<file path="src/rtl/ro_cal_pkg.sv">
// Shared types and helpers for the ring-oscillator calibration sequencer.
// Combinational helpers only: no latency, no flow control.
package ro_cal_pkg;

  typedef enum logic [2:0] {
    IDLE,
    SETTLE,
    MEASURE,
    COMPARE,
    FINISH
  } ro_cal_state_t;

  localparam int unsigned THERM_MAX = 64;
  localparam int unsigned ABS_W     = 32;

  // Bits [code-1:0] set; callers truncate to their bus width.
  function automatic logic [THERM_MAX-1:0] therm_encode(input int unsigned code);
    logic [THERM_MAX-1:0] t;
    t = '0;
    for (int unsigned i = 0; i < THERM_MAX; i++) begin
      t[i] = (i < code);
    end
    return t;
  endfunction

  function automatic logic [ABS_W:0] abs_diff(input logic [ABS_W-1:0] a,
                                              input logic [ABS_W-1:0] b);
    return (a >= b) ? {1'b0, a - b} : {1'b0, b - a};
  endfunction

endpackage

</file>
<file path="src/rtl/ro_tick_counter.sv">
// Saturating tick counter with synchronous clear (priority) and enable.
// Count visible one cycle after an enabled tick; no backpressure.
module ro_tick_counter #(
  parameter int CNT_W = 16
) (
  input  logic             clk_i,
  input  logic             rst_i,
  input  logic             clr_i,
  input  logic             en_i,
  output logic [CNT_W-1:0] count_o
);

  logic [CNT_W-1:0] count_q;

  always_ff @(posedge clk_i or posedge rst_i) begin
    if (rst_i) begin
      count_q <= '0;
    end else if (clr_i) begin
      count_q <= '0;
    end else if (en_i && (count_q != '1)) begin
      count_q <= count_q + CNT_W'(1);
    end
  end

  assign count_o = count_q;

endmodule

</file>
<file path="src/rtl/ro_cal_sequencer.sv">
// Sweeps RO tap codes, measures ticks per window, applies the code closest to target.
// Full sweep: (NUM_STAGES+1)*(SETTLE+WINDOW+1)+2 cycles; start ignored while busy. Option: RO_CAL_EARLY_EXIT_EN.
module ro_cal_sequencer
  import ro_cal_pkg::*;
#(
  parameter  int NUM_STAGES    = 15,
  parameter  int CNT_W         = 16,
  parameter  int SETTLE_CYCLES = 64,
  parameter  int WINDOW_CYCLES = 1024,
  localparam int CW            = $clog2(NUM_STAGES + 1)
) (
  input  logic                  CLK,
  input  logic                  RESET,
  input  logic                  start,
  input  logic [CNT_W-1:0]      target_count,
  input  logic                  ro_tick,
  output logic [NUM_STAGES-1:0] mux_select,
  output logic                  busy,
  output logic                  done,
  output logic [CW-1:0]         best_code,
  output logic [CNT_W-1:0]      best_count,
  output logic [CNT_W-1:0]      last_count
);

  localparam int TMR_MAX = (SETTLE_CYCLES > WINDOW_CYCLES) ? SETTLE_CYCLES : WINDOW_CYCLES;
  localparam int TMR_W   = $clog2(TMR_MAX + 1);

  ro_cal_state_t          state_q;
  logic [CW-1:0]          code_q;
  logic [TMR_W-1:0]       tmr_q;
  logic [CNT_W-1:0]       target_q;
  logic [CNT_W:0]         best_err_q;
  logic [NUM_STAGES-1:0]  mux_q;
  logic                   busy_q;
  logic                   done_q;
  logic [CW-1:0]          best_code_q;
  logic [CNT_W-1:0]       best_count_q;
  logic [CNT_W-1:0]       last_count_q;

  logic [CNT_W-1:0]       tick_cnt;
  logic                   cnt_clr_d;
  logic                   cnt_en_d;
  logic [CNT_W:0]         err_d;
  logic                   exit_d;

  assign cnt_clr_d = (state_q == SETTLE) && (tmr_q == '0);
  assign cnt_en_d  = (state_q == MEASURE) && ro_tick;
  assign err_d     = (CNT_W+1)'(abs_diff(ABS_W'(tick_cnt), ABS_W'(target_q)));

`ifdef RO_CAL_EARLY_EXIT_EN
  assign exit_d = (code_q == CW'(NUM_STAGES)) || (err_d == '0);
`else
  assign exit_d = (code_q == CW'(NUM_STAGES));
`endif

  ro_tick_counter #(
    .CNT_W (CNT_W)
  ) u_tick_counter (
    .clk_i   (CLK),
    .rst_i   (RESET),
    .clr_i   (cnt_clr_d),
    .en_i    (cnt_en_d),
    .count_o (tick_cnt)
  );

  // The one timer serves both the settle wait and the measurement window.
  always_ff @(posedge CLK or posedge RESET) begin
    if (RESET) begin
      state_q      <= IDLE;
      code_q       <= '0;
      tmr_q        <= '0;
      target_q     <= '0;
      best_err_q   <= '0;
      mux_q        <= '0;
      busy_q       <= 1'b0;
      done_q       <= 1'b0;
      best_code_q  <= '0;
      best_count_q <= '0;
      last_count_q <= '0;
    end else begin
      done_q <= 1'b0;
      case (state_q)
        IDLE: begin
          if (start) begin
            target_q   <= target_count;
            code_q     <= '0;
            mux_q      <= '0;
            best_err_q <= '1;
            tmr_q      <= TMR_W'(SETTLE_CYCLES - 1);
            busy_q     <= 1'b1;
            state_q    <= SETTLE;
          end
        end
        SETTLE: begin
          if (tmr_q == '0) begin
            tmr_q   <= TMR_W'(WINDOW_CYCLES - 1);
            state_q <= MEASURE;
          end else begin
            tmr_q <= tmr_q - TMR_W'(1);
          end
        end
        MEASURE: begin
          if (tmr_q == '0) begin
            state_q <= COMPARE;
          end else begin
            tmr_q <= tmr_q - TMR_W'(1);
          end
        end
        COMPARE: begin
          last_count_q <= tick_cnt;
          // Strict less-than keeps the lower code on a tie.
          if (err_d < best_err_q) begin
            best_err_q   <= err_d;
            best_code_q  <= code_q;
            best_count_q <= tick_cnt;
          end
          if (exit_d) begin
            state_q <= FINISH;
          end else begin
            code_q  <= code_q + CW'(1);
            mux_q   <= NUM_STAGES'(therm_encode(32'(code_q) + 32'd1));
            tmr_q   <= TMR_W'(SETTLE_CYCLES - 1);
            state_q <= SETTLE;
          end
        end
        FINISH: begin
          mux_q   <= NUM_STAGES'(therm_encode(32'(best_code_q)));
          done_q  <= 1'b1;
          busy_q  <= 1'b0;
          state_q <= IDLE;
        end
        default: begin
          state_q <= IDLE;
        end
      endcase
    end
  end

  assign mux_select = mux_q;
  assign busy       = busy_q;
  assign done       = done_q;
  assign best_code  = best_code_q;
  assign best_count = best_count_q;
  assign last_count = last_count_q;

endmodule

</file>
<file path="config.mk">
export PLATFORM = sky130hd
export DESIGN_NAME = ro_cal_sequencer
export DESIGN_NICKNAME = d
export VERILOG_FILES = /design/src/rtl/ro_cal_pkg.sv /design/src/rtl/ro_tick_counter.sv /design/src/rtl/ro_cal_sequencer.sv
export SDC_FILE = /design/constraint.sdc
export NUM_CORES = 1
export LEC_CHECK = 0
export CORE_UTILIZATION = 44
export CTS_CLUSTER_SIZE = 28
export DETAILED_ROUTE_END_ITERATION = 7
export GPL_ROUTABILITY_DRIVEN = 1
export GPL_TIMING_DRIVEN = 0
export PLACE_DENSITY_LB_ADDON = 0.1
export REMOVE_ABC_BUFFERS = 1
export SETUP_SLACK_MARGIN = 0.3
export SKIP_LAST_GASP = 1
export SYNTH_ARGS = -nofsm -noshare
export SYNTH_HDL_FRONTEND = slang
export SYNTH_SLANG_ARGS = --single-unit
</file>
<file path="constraint.sdc">
create_clock -name CLK -period 6.7 [get_ports CLK]
set_clock_uncertainty 0.15 [all_clocks]
set_input_delay 1.34 -clock CLK [delete_from_list [all_inputs] [get_ports CLK]]
set_output_delay 1.34 -clock CLK [all_outputs]
set_load 0.01 [all_outputs]
</file>
==> out/metrics.csv <==
metric;value;unit
register share of total power;28.7;%
Initial Utilization;45.0;%
unrepaired setup endpoints after global routing;no;
Final Instance Area;0.00892;mm2
Final Hold Viols;0;
CTS tree;built;
gpl congestion;0.898;
grt ovf;0;
FF+latch count, synth;120;
worst-path fanout max;32;
H-tree Lvls;4;
Worst-Skew Late Latency;0.42;ns
sw frac;41.3;%
initial antenna violation count;0;
power density over the cells;447;mW/mm2
Worst Setup End Kind;flop;
Max Root-Sink Buffers;2;
Setup crit start;u_tick_counter.count_o[9]$_DFFE_PP0P_;
Area contributors post-synth;dfrtp_1 (40%), ha_1 (8.6%), o21ai_0 (5.4%);
Hold Buf Count CTS;0;
max_cap viols;0;
R2R Path Start;u_tick_counter.count_o[9]$_DFFE_PP0P_;
Internal Power;2.34;mW
top-area cell type share of the netlist area;40.3;%
Ports;73;
antenna cells;0;
synth cell count leaders;dfrtp_1 (120), nand2_1 (82), o21ai_0 (80);
Clock Pin Slew Worst Setup and Hold Paths;0.06;ns
Final setup violation count;0;
kind of critical path;reg2reg;
syn_area_per_cell;8.94;um2
root buffer cell;clkbuf_16;
synthesized instance count;833;
Post-synth top flop;dfrtp_1;
Setup Buffers After CTS;0;
Routed wire per std cell;15.9;um
fin crit share;80.5;%
NumNets Final;960;
Vias per Instance;5.54;
Leakage;4.06;nW
cell taking the most area after synthesis;dfrtp_1;
DR pass1 iterations;5;
Post-Route Setup TNS;0;ns
Hold Crit Class;reg2reg;
clock share of power;22.2;%
most frequent cell after synthesis;dfrtp_1;
Worst Path Required;6.85;ns
Worst VDD drop;0.211;mV
area grow syn2layout;19.8;%
vias in the first global route;6111;
die area;0.0174;mm2
total CTS buffers;17;
Resized Gates After CTS;0;
FMAX;0.185;GHz
layout cell share with drive strength beyond 1;8.67;%
Worst EP arrival;5.54;ns
hpwl dp;13.1;mm
Yosys Warn Count;0;
count of final max-slew check failures;0;
Slew HR;26.5;%
min-delay src;busy$_DFFE_PP0P_;
Remaining DRCs;0;
Final min period;5.39;ns
Seq/Total Area, Yosys;40.3;%
Distinct cells, synth;70;
Startpoint Class;flop;
Psw;1.64;mW
num rows;47;
vias;6205;
DRC marker count from the first detailed-route iteration;349;
Port Buffer Count;72;
Final ANT Viol Nets;0;
Async S/R FF share, synth;100;%
Post-Route WL;17.8;mm
global-route wire length before repair;30.2;mm
Die Span Y;132;um
worst slew pin tran;1.10;ns
All-Layer GR Usage;21.7;%
largest net degree at the start of global routing;91;
Placed Area;0.00833;mm2
outcome;finished clean;
core area;0.0165;mm2
Die Span X;132;um
clk sink count;120;
Util after Layout;54.0;%
Post-synth EDFFs;0;
Gate power share;49.1;%
post-synthesis cell area;0.00744;mm2
[power groups by stage]
| stage | Clock (mW) | Combinational (mW) | Sequential, mW |
|---|---|---|---|
| floorplan | 0 | 1.36 | 1.14 |
| global placement | 0 | 1.88 | 1.14 |
| detailed placement | 0 | 1.93 | 1.15 |
| CTS | 0.899 | 1.95 | 1.14 |
| global route | 0.931 | 2.19 | 1.18 |
| finish | 0.886 | 1.96 | 1.14 |
[state kept, by name, indices dropped and copies added (netlist names)]
name / cells
last_count: 16
tmr_q: 11
done: 1
best_code: 4
best_err_q: 17
best_count: 16
busy: 1
target_q: 16
state_q: 3
u_tick_counter.count_o: 16
mux_select: 15
code_q: 4
[worst max-delay path: stages, from the launching register on]
cell and delay (ns):
dfrtp_1 0.43, ha_1 0.51, nand4_1 0.24, nor4_2 0.42, nor3_2 0.13, a31oi_4 0.56
mux2i_1 0.30, xor2_1 0.28, ha_1 0.32, a2111oi_0 0.41, a31o_2 0.23, and4_2 0.67
buf_16 0.25, mux2_2 0.35
[placed cells by master, fill, tap and decap left out, drive strengths merged, types with 11 or more instances in the layout]
cell / instances
mux2i: 11
nor3: 18
clkdlybuf4s50: 72
dfrtp: 120
a21o: 25
mux2: 24
xnor2: 23
o21ai: 80
nand2b: 13
nand3: 22
clkbuf: 23
a21oi: 74
nor2: 58
nand2: 82
ha: 51
inv: 70
[layer usage]
| metal | track usage (%) | part of all wire (%) | vias up | routed length (um) |
|---|---|---|---|---|
| met5 | 0 | 0 | - | 0 |
| met4 | 6.59 | 1.1 | 0 | 191 |
| met3 | 4.11 | 3.7 | 17 | 654 |
| met2 | 33.5 | 45 | 156 | 8080 |
| met1 | 30.8 | 50 | 2997 | 8920 |
| li1 | - | - | 3035 | - |
[path summary, 6_finish.rpt]
kind,to,slack (ns),cells past startpoint
hold / removal,busy$_DFFE_PP0P_,0.32,2
hold reg to reg,busy$_DFFE_PP0P_,0.32,2
setup / recovery,best_count[10]$_DFFE_PP0P_,1.31,13
min in group asynchronous,tmr_q[6]$_DFFE_PP0P_,1.12,2
setup reg to reg,best_count[10]$_DFFE_PP0P_,1.31,13
max in group asynchronous,u_tick_counter.count_o[14]$_DFFE_PP0P_,4.50,3
[layout make-up]
type | count | area [um2]
well taps | 220 | 275
repair buffers | 78 | 821
clock buffers | 23 | 488
multi-input cells | 601 | 3980
flip-flops and latches | 120 | 3000
clock inverters | 9 | 91.3
fillers | 1501 | 7610
inverters | 69 | 264
[stage by stage]
step	hold slack (ns)	total power, mW	setup slack, ns	cells
6_report	0.323	3.99	1.31	1120
5_1_grt	0.365	4.30	0.933	1120
4_1_cts	0.327	3.99	1.33	1120
3_5_place_dp	0.314	3.08	1.34	1088
3_3_place_gp	0.316	3.02	0.232	1082
2_1_floorplan	0.298	2.50	1.73	790
[logic make-up (layout without fill, tap and decap cells)]
logic type	count (synthesis)	after routing	synth area share (%)
AOI/OAI and AO/OA	250	250	20.7
adders and majority gates	53	53	9.11
xor gates and xnor gates	27	27	3.18
muxes	35	35	5.16
and+or+nand+nor	236	236	15.0
buffers and inverters	112	179	6.45
DFF	120	120	40.3
Note: power is estimated with default switching activity, not from simulation.
